<file path="src/rtl/fpu_exec_unit.sv">
// fpu_exec_unit: multi-cycle IEEE-754 single-precision add/sub/mul/div responder.
// Takes one request at a time over req_valid/req_ready and returns the result
// over resp_valid/resp_ready. Rounding is truncation, and denormals are flushed to zero.
//
// state  | meaning
// IDLE   | req_ready high, waiting for a request
// UNPACK | decode operands, detect special cases, seed the datapath
// EXEC   | add/sub (1 cycle), shift-add multiply, or restoring divide
// NORM   | leading-zero normalize, range check, build the pending result
// PACK   | register result, rd_out and flags
// DONE   | resp_valid high, hold until resp_ready
module fpu_exec_unit #(
  parameter int MUL_CYCLES = 24,
  parameter int DIV_CYCLES = 25
) (
  input  logic        CLK,
  input  logic        RST,
  input  logic        req_valid,
  output logic        req_ready,
  input  logic [2:0]  fpu_op,
  input  logic [31:0] op_a,
  input  logic [31:0] op_b,
  input  logic [4:0]  rd_in,
  output logic        resp_valid,
  input  logic        resp_ready,
  output logic [31:0] result,
  output logic [4:0]  rd_out,
  output logic [3:0]  flags
);

  typedef enum logic [2:0] {IDLE, UNPACK, EXEC, NORM, PACK, DONE} state_t;

  state_t             state;
  logic [2:0]         op_r;
  logic [31:0]        a_r, b_r;
  logic [4:0]         rd_r;
  logic               res_sign;
  logic signed [10:0] er;
  logic [47:0]        nm;
  logic [47:0]        mcand;
  logic [23:0]        mplier;
  logic [25:0]        rem;
  logic [4:0]         cnt;
  logic [31:0]        pend_res;
  logic [3:0]         pend_flags;

  logic        sa, sb, sb_add, a_zero, b_zero, a_inf, b_inf;
  logic [7:0]  ea, eb;
  logic [23:0] ma, mb;

  // Operand field decode from the captured request; exp==0 flushes to zero.
  always_comb begin
    sa     = a_r[31];
    sb     = b_r[31];
    ea     = a_r[30:23];
    eb     = b_r[30:23];
    a_zero = (ea == 8'd0);
    b_zero = (eb == 8'd0);
    a_inf  = (ea == 8'hFF);
    b_inf  = (eb == 8'hFF);
    ma     = a_zero ? 24'd0 : {1'b1, a_r[22:0]};
    mb     = b_zero ? 24'd0 : {1'b1, b_r[22:0]};
    sb_add = sb ^ (op_r == 3'b001);
  end

  logic [7:0]  add_e, add_d;
  logic [23:0] big_m, small_m;
  logic        big_s, small_s;
  logic [24:0] mag_x, mag_y, add_sum;
  logic        add_sign;

  // Add/sub: align the smaller exponent, then add or subtract magnitudes.
  always_comb begin
    if (ea >= eb) begin
      add_e = ea; add_d = ea - eb;
      big_m = ma; big_s = sa; small_m = mb; small_s = sb_add;
    end else begin
      add_e = eb; add_d = eb - ea;
      big_m = mb; big_s = sb_add; small_m = ma; small_s = sa;
    end
    mag_x = {1'b0, big_m};
    mag_y = (add_d >= 8'd26) ? 25'd0 : ({1'b0, small_m} >> add_d);
    if (big_s == small_s) begin
      add_sum = mag_x + mag_y; add_sign = big_s;
    end else if (mag_x >= mag_y) begin
      add_sum = mag_x - mag_y; add_sign = big_s;
    end else begin
      add_sum = mag_y - mag_x; add_sign = small_s;
    end
    if (add_sum == 25'd0) add_sign = 1'b0;
  end

  logic [5:0]         lz;
  logic [47:0]        norm_shift;
  logic signed [10:0] norm_exp;
  logic [22:0]        norm_mant;

  // Leading-zero count and normalize; bit 47 of nm carries exponent er.
  always_comb begin
    lz = 6'd0;
    for (int i = 0; i < 48; i++) begin
      if (nm[i]) lz = 6'(47 - i);
    end
    norm_shift = nm << lz;
    norm_exp   = er - $signed({5'd0, lz});
    norm_mant  = 23'(norm_shift >> 24);
  end

  logic        div_ge;
  logic [25:0] rem_sub;

  // One restoring-division step.
  always_comb begin
    rem_sub = rem - {2'b00, mb};
    div_ge  = (rem >= {2'b00, mb});
  end

  // Control FSM and datapath registers.
  always_ff @(posedge CLK or negedge RST) begin
    if (!RST) begin
      state <= IDLE; req_ready <= 1'b1; resp_valid <= 1'b0;
      result <= '0; rd_out <= '0; flags <= '0;
      op_r <= '0; a_r <= '0; b_r <= '0; rd_r <= '0;
      res_sign <= 1'b0; er <= '0; nm <= '0; mcand <= '0; mplier <= '0;
      rem <= '0; cnt <= '0; pend_res <= '0; pend_flags <= '0;
    end else begin
      case (state)
        IDLE: if (req_valid) begin
          op_r <= fpu_op; a_r <= op_a; b_r <= op_b; rd_r <= rd_in;
          flags <= 4'd0; pend_flags <= 4'd0; req_ready <= 1'b0;
          state <= UNPACK;
        end
        UNPACK: begin
          res_sign <= sa ^ sb;
          nm <= '0; mcand <= {24'd0, ma}; mplier <= mb; rem <= {2'b00, ma};
          if (op_r == 3'b010) begin
            cnt <= 5'(MUL_CYCLES - 1);
            er  <= $signed({3'b0, ea}) + $signed({3'b0, eb}) - 11'sd126;
          end else begin
            cnt <= 5'(DIV_CYCLES - 1);
            er  <= $signed({3'b0, ea}) - $signed({3'b0, eb}) + 11'sd150;
          end
          state <= PACK;
          if (op_r[2]) begin
            pend_res <= 32'h0000_0000; pend_flags <= 4'b1000;
          end else if (a_inf || b_inf) begin
            pend_res <= 32'h7FC0_0000; pend_flags <= 4'b1000;
          end else if (op_r == 3'b011 && b_zero) begin
            if (a_zero) begin
              pend_res <= 32'h7FC0_0000; pend_flags <= 4'b1000;
            end else begin
              pend_res <= {sa ^ sb, 8'hFF, 23'd0}; pend_flags <= 4'b0100;
            end
          end else begin
            state <= EXEC;
          end
        end
        EXEC: begin
          case (op_r[1:0])
            2'b10: begin
              if (mplier[0]) nm <= nm + mcand;
              mcand  <= mcand << 1;
              mplier <= mplier >> 1;
            end
            2'b11: begin
              nm  <= {nm[46:0], div_ge};
              rem <= {25'(div_ge ? rem_sub : rem), 1'b0};
            end
            default: begin
              nm <= {23'd0, add_sum};
              er <= $signed({3'b0, add_e}) + 11'sd24;
              res_sign <= add_sign;
            end
          endcase
          if (!op_r[1] || cnt == 5'd0) state <= NORM;
          else cnt <= cnt - 5'd1;
        end
        NORM: begin
          if (nm == 48'd0) begin
            pend_res <= {res_sign, 31'd0};
          end else if (norm_exp >= 11'sd255) begin
            pend_res <= {res_sign, 8'hFF, 23'd0}; pend_flags <= 4'b0010;
          end else if (norm_exp <= 11'sd0) begin
            pend_res <= {res_sign, 31'd0}; pend_flags <= 4'b0001;
          end else begin
            pend_res <= {res_sign, norm_exp[7:0], norm_mant};
          end
          state <= PACK;
        end
        PACK: begin
          result <= pend_res; rd_out <= rd_r; flags <= pend_flags;
          resp_valid <= 1'b1;
          state <= DONE;
        end
        DONE: if (resp_ready) begin
          resp_valid <= 1'b0; req_ready <= 1'b1;
          state <= IDLE;
        end
        default: state <= IDLE;
      endcase
    end
  end

endmodule

</file>
<file path="config.mk">
export PLATFORM = sky130hd
export DESIGN_NAME = fpu_exec_unit
export DESIGN_NICKNAME = d
export VERILOG_FILES = /design/src/rtl/fpu_exec_unit.sv
export SDC_FILE = /design/constraint.sdc
export NUM_CORES = 1
export LEC_CHECK = 0
export ABC_CLOCK_PERIOD_IN_PS = 7200
export CAP_MARGIN = 20
export CELL_PAD_IN_SITES_DETAIL_PLACEMENT = 1
export CELL_PAD_IN_SITES_GLOBAL_PLACEMENT = 1
export CORE_MARGIN = 4
export CORE_UTILIZATION = 45
export CTS_CLUSTER_DIAMETER = 200
export DETAILED_ROUTE_END_ITERATION = 6
export PLACE_DENSITY_LB_ADDON = 0.25
export SLEW_MARGIN = 20
export SYNTH_ARGS = -nofsm -noshare
export SYNTH_HDL_FRONTEND = slang
export SYNTH_SLANG_ARGS = --single-unit
</file>
<file path="constraint.sdc">
create_clock -name CLK -period 7.2 [get_ports CLK]
set_input_delay 2.16 -clock CLK [delete_from_list [all_inputs] [get_ports CLK]]
set_output_delay 2.16 -clock CLK [all_outputs]
set_load 0.1 [all_outputs]
</file>
Word level (Yosys, flattened, before mapping) --
Index checks and enable logic that the tools add are counted.
Word-level totals: register bits after elaboration 317, bits in latches 0, bits in writable memories 0, bits in read-only memories 0, input bits 76, output and inout bits 43, word-level logic and storage cells 206, memories kept 0
Operators by class: add/subtract/negate cells 14, $mul 0, divide/modulo/power cells 0, $lt $le $gt $ge 6, equal/unequal tests 24, shift-type cells 2, muxes and demuxes 110, bitwise gates (word level) 2, reduce and logical (&&, ||, !) cells 29
Operator list (number):
- $mux 6 | 48
- $pmux 48 s2 | 3
- $mux 32 | 4
- $mux 24 | 5
- $mux 25 | 4
- $mux 48 | 2
- $mux 31 | 3
- $pmux 32 s2 | 1
- $pmux 26 s2 | 1
- $sub 25x24->25 | 2
- $add 48x48->48 | 1
- $logic_not 48->1 | 1
- $pmux 24 s2 | 1
- $shl 48x6->47 | 1
- $mux 4 | 9
- $ge 26x24->1 | 1
- $mux 26 | 1
- $add 24x25->25 | 1
- $ge 24x25->1 | 1
- $logic_not 25->1 | 1
- $shr 24x8->25 | 1
- $sub 24x25->25 | 1
- $mux 11 | 2
- $pmux 11 s2 | 1
- 44 further kinds | 91

Longest topological paths before layout --
Gate-level depths: netlist (run 1).
depth in word-level cells 54, gate-level depth with buffers 35

Least setup slack after synthesis (run 1) --
No wires, ideal clock.
path kind reg-to-reg, start point reg a_r[24], end point reg res_sign, arrival 6459 ps, slack 614 ps, stages on the path, launching flop included 30, buffers on the path 3, clock period less this slack 6586 ps, path through dfrtp_1 inv_1 ha_1 o21bai_1 a21o_1 a21o_1 a2111oi_4 o31a_1 buf_4 buf_4 nor2_1 o311ai_0 mux2i_1 mux2i_1 nor2_1 or3_1 ha_1 nand4_1 or4_4 o31ai_4 a21o_4 buf_8 o21ai_2 a311o_1 a21oi_1 nand4_1 or4_1 nor4_2 and4b_1 a31oi_1
Between the ends: word-level cells in the longest chain between the ends 12, elaborated cells between the ends (all ways) 26, classes of those cells add/sub: 5; order compare: 3; eq/ne: 1; shift: 1; mux: 14; reduce/logical: 2
Ends and longest elaborated chain:
- from (decl) | RTL line 35 | logic [31:0] a_r, b_r;
- from (signal assigned) | RTL line 129 | op_r <= fpu_op; a_r <= op_a; b_r <= op_b; rd_r <= rd_in;
- branches (longest 9 deep; another with $sub 25x24->25)
- $mux 1 * | RTL line 90 | if (add_sum == 25'd0) add_sign = 1'b0;
- $mux 1 * | RTL line 159 | case (op_r[1:0])
- $pmux 1 s2 * | RTL line 127 | case (state)
- to (signal assigned) | RTL line 134 | res_sign <= sa ^ sb;
- to (signal assigned) | RTL line 172 | res_sign <= add_sign;
- to (decl) | RTL line 37 | logic res_sign;
Every way passes the cells marked *. The select of a mux whose other input is x is not followed. A chain may end at the register's enable or synchronous reset.

Final worst setup path (run 1) --
Same ends and word-level chain as after synthesis.

==> summary.md, run 1 <==
Clock tree
- **clock tree from TritonCTS** built
- **number of buffers added to fix hold violations after cts** 0
- **sink count of the clock tree** 316
- **clock root buffer master** sky130_fd_sc_hd__clkbuf_16
- **clock buffer depth** 3
- **depth of the CTS H-tree** 2
- **clock-pin slew on the worst setup and hold paths** 0.06 ns
- **clock latency on the worst-skew pair** 0.60 ns
- **number of buffers created by CTS** 40

Timing
- **# setup viols final** 0
- **max frequency** 0.140 GHz
- **smallest hold slack** 0.470 ns
- **max-slew headroom at the worst pin** 24.4%
- **Worst Max-Slew Pin Slew** 1.13 ns
- **fraction of the cycle the final worst path needs** 99.1%
- **fin. max-slew vios** 0
- **RSZ-0062 raised after global routing** yes
- **worst clock skew on the final layout** 0.0331 ns
- **number of hold-slack violations in the final timing report** 0
- **setup_tns** 0 ns
- **min Tclk post-route** 7.14 ns
- **Final WS setup** 0.0631 ns

Hold path
- **WHS Endpoint** rd_out[1]$_DFFE_PN0P_
- **hold path startpoint** rd_r[1]$_DFFE_PN0P_
- **Worst Hold Path Cells** 2
- **type of the worst min-delay path** reg2reg

Synth
- **proportion of netlist area held by the largest area contributor** 28.2%
- **ranking of synthesized cells by instance count** sky130_fd_sc_hd__nand2_1 (579), sky130_fd_sc_hd__o21ai_0 (319), sky130_fd_sc_hd__dfrtp_1 (315)
- **gate count after technology mapping** 3587
- **ranking of synthesized cells by area** sky130_fd_sc_hd__dfrtp_1 (28%), sky130_fd_sc_hd__ha_1 (8.2%), sky130_fd_sc_hd__nand2_1 (7.8%)
- **Synth warnings** 0
- **number of library cell types mapped by synthesis** 100
- **post-synthesis async set-or-reset flop share** 100%
- **flip-flop cell with the highest count after synthesis** sky130_fd_sc_hd__dfrtp_1
- **dominant cell by count in the synthesized netlist** sky130_fd_sc_hd__nand2_1
- **net count after synthesis** 3855
- **number of synthesized flops with an enable pin** 0
- **post-synthesis instance area** 28000 µm²
- **biggest area consumer among synthesized cells** sky130_fd_sc_hd__dfrtp_1
- **total of flip-flops plus latches after synthesis** 316
- **synthesized area divided by synthesized cell count** 7.80 µm²
- **register area share after synthesis** 28.3%

Global route
- **GRT Util Overall** 33.9%
- **largest net degree at the start of global routing** 145
- **initial antenna violation count** 3
- **total grt overflow** 0
- **global-route wire length before repair** 180000 µm
- **number of global-route vias before repair** 30439

Route
- **iteration-0 DRC count of the detailed router** 2090
- **final routed DRC violation total** 0
- **number of detailed-routing iterations run before antenna repair** 7
- **average wire per standard cell** 24.7 µm
- **via total after detailed routing** 28968
- **via density per instance** 6.16
- **Routed WL** 116000 µm
- **ANT nets after route** 0

Cells and area
- **layout cell share with drive strength beyond 1** 16.0%
- **number of antenna repair diodes** 0
- **Core Util, Final** 54.9%
- **nets** 4100
- **layout overhead on the synthesized area** 20.7%

Worst setup path
- **register-to-register setup slack** 0.06 ns
- **critical path data arrival time** 7.59 ns
- **largest fanout on the critical path** 8
- **Worst R2R Path Depth** 30
- **destination of the worst register-to-register timing path** res_sign$_DFFE_PN0P_
- **largest stage delay on the critical path** 0.59 ns
- **source of the worst register-to-register timing path** a_r[24]$_DFFE_PN0P_
- **critical path type** reg2reg
- **sort of element at the end of the critical path** register
- **slowest CP cell** sky130_fd_sc_hd__or4_4
- **data required time at the worst endpoint** 7.65 ns
- **most frequent cell on the critical path** sky130_fd_sc_hd__buf_4
- **Worst setup SP type** register

Placement
- **Port Buf Inserts** 118
- **final estimated routing congestion in global placement** 0.966
- **post-detail-place hpwl** 89500 µm
- **Placement Setup Slack** -0.350 ns

Floorplanning
- **number of primary I/O pins** 119
- **initial cell density of the core** 45.4%
- **vertical extent of the die** 257 µm
- **width of the die** 257 µm
- **number of placement rows** 91
- **die outline area** 66300 µm²
- **Core Area** 61600 µm²

Run
- **number of maximum-capacitance constraint violations** 0

Outcome
- **outcome** completed

-- routing by layer --
metal,track usage [%],wire length [µm]
met1,43.8,49300
met2,57.4,55100
met3,3.87,5790
met4,15.0,6200
met5,0,0
-- logic make-up (layout without fill, tap and decap cells) --
group                      count (synthesis)  in the layout  share of synthesized area (%)
DFF                                      316            316                           28.3
muxes                                    263            263                           9.86
adders and majority gates                192            192                           8.82
xor gates and xnor gates                 111            111                           3.50
AOI/OAI and AO/OA                       1041           1041                           23.7
buffers and inverters                    388            665                           5.63
and+or+nand+nor                         1276           1276                           20.3
-- cell type report --
class | count | area [µm²]
fillers | 7395 | 27800
multi-input cells | 2883 | 19100
flip-flops and latches | 316 | 7910
repair buffers | 442 | 3800
clock buffers | 55 | 1150
well taps | 837 | 1050
inverters | 149 | 559
clock inverters | 19 | 218
-- per-stage QoR --
stage	area, µm²	std cells
2_1_floorplan	28000	3587
3_3_place_gp	31800	4611
3_5_place_dp	31800	4611
4_1_cts	33400	4691
5_1_grt	33800	4701
6_report	33800	4701
-- timing repair --
item,in CTS,in global routing
pin swaps,14,25
buffers inserted,6,8
cloned,0,1
endpoints found under the setup margin,9,10
gates resized for setup,38,63
-- critical path: cells and delay by family (launching register included) --
kind,cells,cell delay [ns]
flip-flops,1,0.39
AND/OR/NAND/NOR,7,1.86
multiplexers,1,0.25
AO/OA/AOI/OAI,14,2.93
adder cells (fa/ha/maj),2,0.50
XOR/XNOR,1,0.16
buffers and inverters,5,0.91
-- flip-flops by register name, summed over array words and instances, names as in the netlist, 4 cells and up --
name and flops:
mplier 24, pend_flags 4, result 32, mcand 48
a_r 32, b_r 32, rd_r 5, rem 26
er 10, nm 48, flags 4, cnt 5
rd_out 5, pend_res 32
-- cells in the final DEF, fill, tap and decap left out, types with 25 or more instances in the layout --
cell type,instances
sky130_fd_sc_hd__nand2_1,577
sky130_fd_sc_hd__dfrtp_1,315
sky130_fd_sc_hd__buf_4,309
sky130_fd_sc_hd__o21ai_0,308
sky130_fd_sc_hd__nor2_1,286
sky130_fd_sc_hd__a21oi_1,237
sky130_fd_sc_hd__ha_1,174
sky130_fd_sc_hd__mux2i_1,173
sky130_fd_sc_hd__inv_1,140
sky130_fd_sc_hd__clkdlybuf4s50_1,117
sky130_fd_sc_hd__nand3_1,112
sky130_fd_sc_hd__mux2_2,78
sky130_fd_sc_hd__nor3_1,65
sky130_fd_sc_hd__a21o_1,64
sky130_fd_sc_hd__xnor2_1,63
sky130_fd_sc_hd__o211ai_1,49
sky130_fd_sc_hd__a31oi_1,46
sky130_fd_sc_hd__clkbuf_16,41
sky130_fd_sc_hd__xor2_1,40
sky130_fd_sc_hd__a211oi_1,36
sky130_fd_sc_hd__nand2b_1,33
sky130_fd_sc_hd__nor2b_1,29
sky130_fd_sc_hd__nand4_1,27
sky130_fd_sc_hd__o21a_1,27
sky130_fd_sc_hd__and3_1,25
-- worst max path at each step --
stage,endpoint,cells after the start,startpoint
finish,res_sign$_DFFE_PN0P_,30,a_r[24]$_DFFE_PN0P_
global route,res_sign$_DFFE_PN0P_,31,a_r[24]$_DFFE_PN0P_
CTS,res_sign$_DFFE_PN0P_,32,a_r[24]$_DFFE_PN0P_
detailed placement,res_sign$_DFFE_PN0P_,29,a_r[24]$_DFFE_PN0P_
global placement,res_sign$_DFFE_PN0P_,28,a_r[24]$_DFFE_PN0P_
floorplan,res_sign$_DFFE_PN0P_,29,a_r[24]$_DFFE_PN0P_
Power of run 1 is left out: the tool's default activity adds up to more than one toggle a clock period on the data nets, which glitch-free logic cannot reach.
==> run 2: changes to the inputs <==
Settings changed: CORE_UTILIZATION 45 to 47.
==> run 2 against run 1 <==
Cell area is 1.4% higher. Maximum frequency down 1.3%. The run now ends with negative setup slack left. Die area down 4.1%. Non-clock buffer count increased by 63. Critical path type unchanged. Sequential share of layout area is 0.33 points lower.
==> summary.md, run 2 (synthesized netlist as in run 1, its figures left out) <==
Outcome
- **violated checks** negative setup slack
- **outcome** finished, violations left, was completed

Timing
- **RSZ-0062 raised after global routing** yes, unchanged
- **fraction of the cycle the final worst path needs** 100%, was 99.1%
- **number of hold-slack violations in the final timing report** 0, unchanged
- **Final WS setup** -0.0277 ns, was 0.0631 ns
- **worst clock skew on the final layout** 0.0228 ns, was 0.0331 ns
- **max frequency** 0.138 GHz, was 0.140 GHz
- **min Tclk post-route** 7.23 ns, was 7.14 ns
- **smallest hold slack** 0.476 ns, was 0.470 ns
- **fin. max-slew vios** 0, unchanged
- **max-slew headroom at the worst pin** 26.6%, was 24.4%
- **Worst Max-Slew Pin Slew** 1.09 ns, was 1.13 ns
- **# setup viols final** 1, was 0

Route
- **number of detailed-routing iterations run before antenna repair** 5, was 7
- **final routed DRC violation total** 0, unchanged
- **via density per instance** 6.25, was 6.16
- **Routed WL** 117000 µm, was 116000 µm
- **ANT nets after route** 0, unchanged
- **via total after detailed routing** 29357, was 28968
- **iteration-0 DRC count of the detailed router** 2118, was 2090
- **average wire per standard cell** 25.0 µm, was 24.7 µm

Worst setup path
- **source of the worst register-to-register timing path** a_r[24]$_DFFE_PN0P_, unchanged
- **Worst setup SP type** register, unchanged
- **cell family with the largest share of critical-path delay** compound AO/OA/AOI/OAI gates, unchanged
- **register-to-register setup slack** -0.03 ns, was 0.06 ns
- **sort of element at the end of the critical path** register, unchanged
- **largest stage delay on the critical path** 0.53 ns, was 0.59 ns
- **start point of the critical path** a_r[24]$_DFFE_PN0P_, unchanged
- **critical path type** reg2reg, unchanged
- **slowest CP cell** sky130_fd_sc_hd__or4_4, unchanged
- **critical path data arrival time** 7.69 ns, was 7.59 ns
- **largest fanout on the critical path** 6, was 8
- **buffers plus inverters on the worst setup path** 9, was 5
- **most frequent cell on the critical path** sky130_fd_sc_hd__buf_4, unchanged
- **data required time at the worst endpoint** 7.66 ns, was 7.65 ns

Cells and area
- **number of antenna repair diodes** 0, unchanged
- **post-layout instance count excluding filler cells** 4699, was 4701
- **most common cell after layout, fill and taps aside** sky130_fd_sc_hd__nand2_1, unchanged
- **commonest cells after routing, fill and taps aside** sky130_fd_sc_hd__nand2_1 (575), sky130_fd_sc_hd__buf_4 (365), sky130_fd_sc_hd__dfrtp_1 (315), sky130_fd_sc_hd__o21ai_0 (305), sky130_fd_sc_hd__nor2_1 (287), was sky130_fd_sc_hd__nand2_1 (577), sky130_fd_sc_hd__dfrtp_1 (315), sky130_fd_sc_hd__buf_4 (309), sky130_fd_sc_hd__o21ai_0 (308), sky130_fd_sc_hd__nor2_1 (286)
- **nets** 4163, was 4100
- **registers with the most flip-flops** mcand (48), nm (48), unchanged
- **layout cell share with drive strength beyond 1** 17.5%, was 16.0%
- **Core Util, Final** 58.1%, was 54.9%
- **layout overhead on the synthesized area** 22.5%, was 20.7%
- **fillers** 7100, was 7395

Hold path
- **type of the worst min-delay path** reg2reg, unchanged
- **hold path startpoint** rd_r[2]$_DFFE_PN0P_, was rd_r[1]$_DFFE_PN0P_

Clock tree
- **clock tree from TritonCTS** built, unchanged
- **clock root buffer master** sky130_fd_sc_hd__clkbuf_16, unchanged
- **number of buffers created by CTS** 40, unchanged
- **depth of the CTS H-tree** 2, unchanged
- **clock latency on the worst-skew pair** 0.58 ns, was 0.60 ns
- **clock-pin slew on the worst setup and hold paths** 0.06 ns, about the same
- **clock buffer depth** 3, unchanged
- **sink count of the clock tree** 316, unchanged

Global route
- **number of global-route vias before repair** 30510, was 30439
- **global-route wire length before repair** 180000 µm, about the same
- **initial antenna violation count** 1, was 3
- **GRT Util Overall** 35.6%, was 33.9%
- **largest net degree at the start of global routing** 145, unchanged
- **total grt overflow** 0, unchanged

Floorplanning
- **number of placement rows** 89, was 91
- **initial cell density of the core** 47.4%, was 45.4%
- **vertical extent of the die** 252 µm, was 257 µm
- **die outline area** 63500 µm², was 66300 µm²
- **Core Area** 59000 µm², was 61600 µm²
- **width of the die** 252 µm, was 257 µm
- **number of primary I/O pins** 119, unchanged

Placement
- **Placement Setup Slack** -0.606 ns, was -0.350 ns
- **Post-Place Cells** 4594, was 4611
- **Port Buf Inserts** 118, unchanged
- **final estimated routing congestion in global placement** 0.959, was 0.966
- **post-detail-place hpwl** 89200 µm, was 89500 µm

Run
- **number of maximum-capacitance constraint violations** 0, unchanged

## run 2: cell types whose count changed in the layout (fill, tap and decap cells not counted), sizes merged
cell	previous run	this run
clkbuf	56	55
clkinv	14	10
inv	148	149
buf	324	386
bufinv	2	6
## run 2: final cells by class
type                       instances  area (µm²)  area share, %
timing repair buffer             505        4320           12.6
inverter                         149         559           1.63
clock buffer                      53        1120           3.27
multi-input combinational       2883       19100           55.8
clock inverter                    20         279          0.814
sequential                       316        7910           23.1
tap                              773         967           2.82
## run 2: repair_timing
item,in CTS,in global routing
pin swaps,6,51
resized for setup,22,93
setup buffers,8,22
hold buffers,0,0
cloned,0,2
endpoints found under the setup margin,13,17
## run 2: metrics by stage
stage / TNS [ns] / cell area [µm²]
6_report: -0.0277 / 34300
5_1_grt: -1.33 / 34300
4_1_cts: -0.0772 / 33600
3_5_place_dp: -2.54 / 32100
3_3_place_gp: -1.27 / 32100
2_1_floorplan: 0 / 28000
## run 2: metal layers
layer	part of all wire [%]	up-vias	GRT usage, %	wire length (µm)
li1	-	13384	-	-
met1	40	14717	44.4	47000
met2	49	968	61.7	57700
met3	5.2	288	4.00	6110
met4	5.6	0	16.8	6560
met5	0	-	0	0
## run 2: final timing paths
path,depth (start not counted),endpoint
setup / recovery,34,res_sign$_DFFE_PN0P_
hold / removal,2,rd_out[2]$_DFFE_PN0P_
setup reg to reg,34,res_sign$_DFFE_PN0P_
hold reg to reg,2,rd_out[2]$_DFFE_PN0P_
max in group asynchronous,2,a_r[15]$_DFFE_PN0P_
min in group asynchronous,1,rd_out[3]$_DFFE_PN0P_
## run 2: worst min-delay path, stage by stage (launching register included)
cell                      delay (ns)
sky130_fd_sc_hd__dfrtp_1        0.35
sky130_fd_sc_hd__nand2_1        0.05
sky130_fd_sc_hd__nand2_1        0.05
Power of run 2 is left out for the same reason.
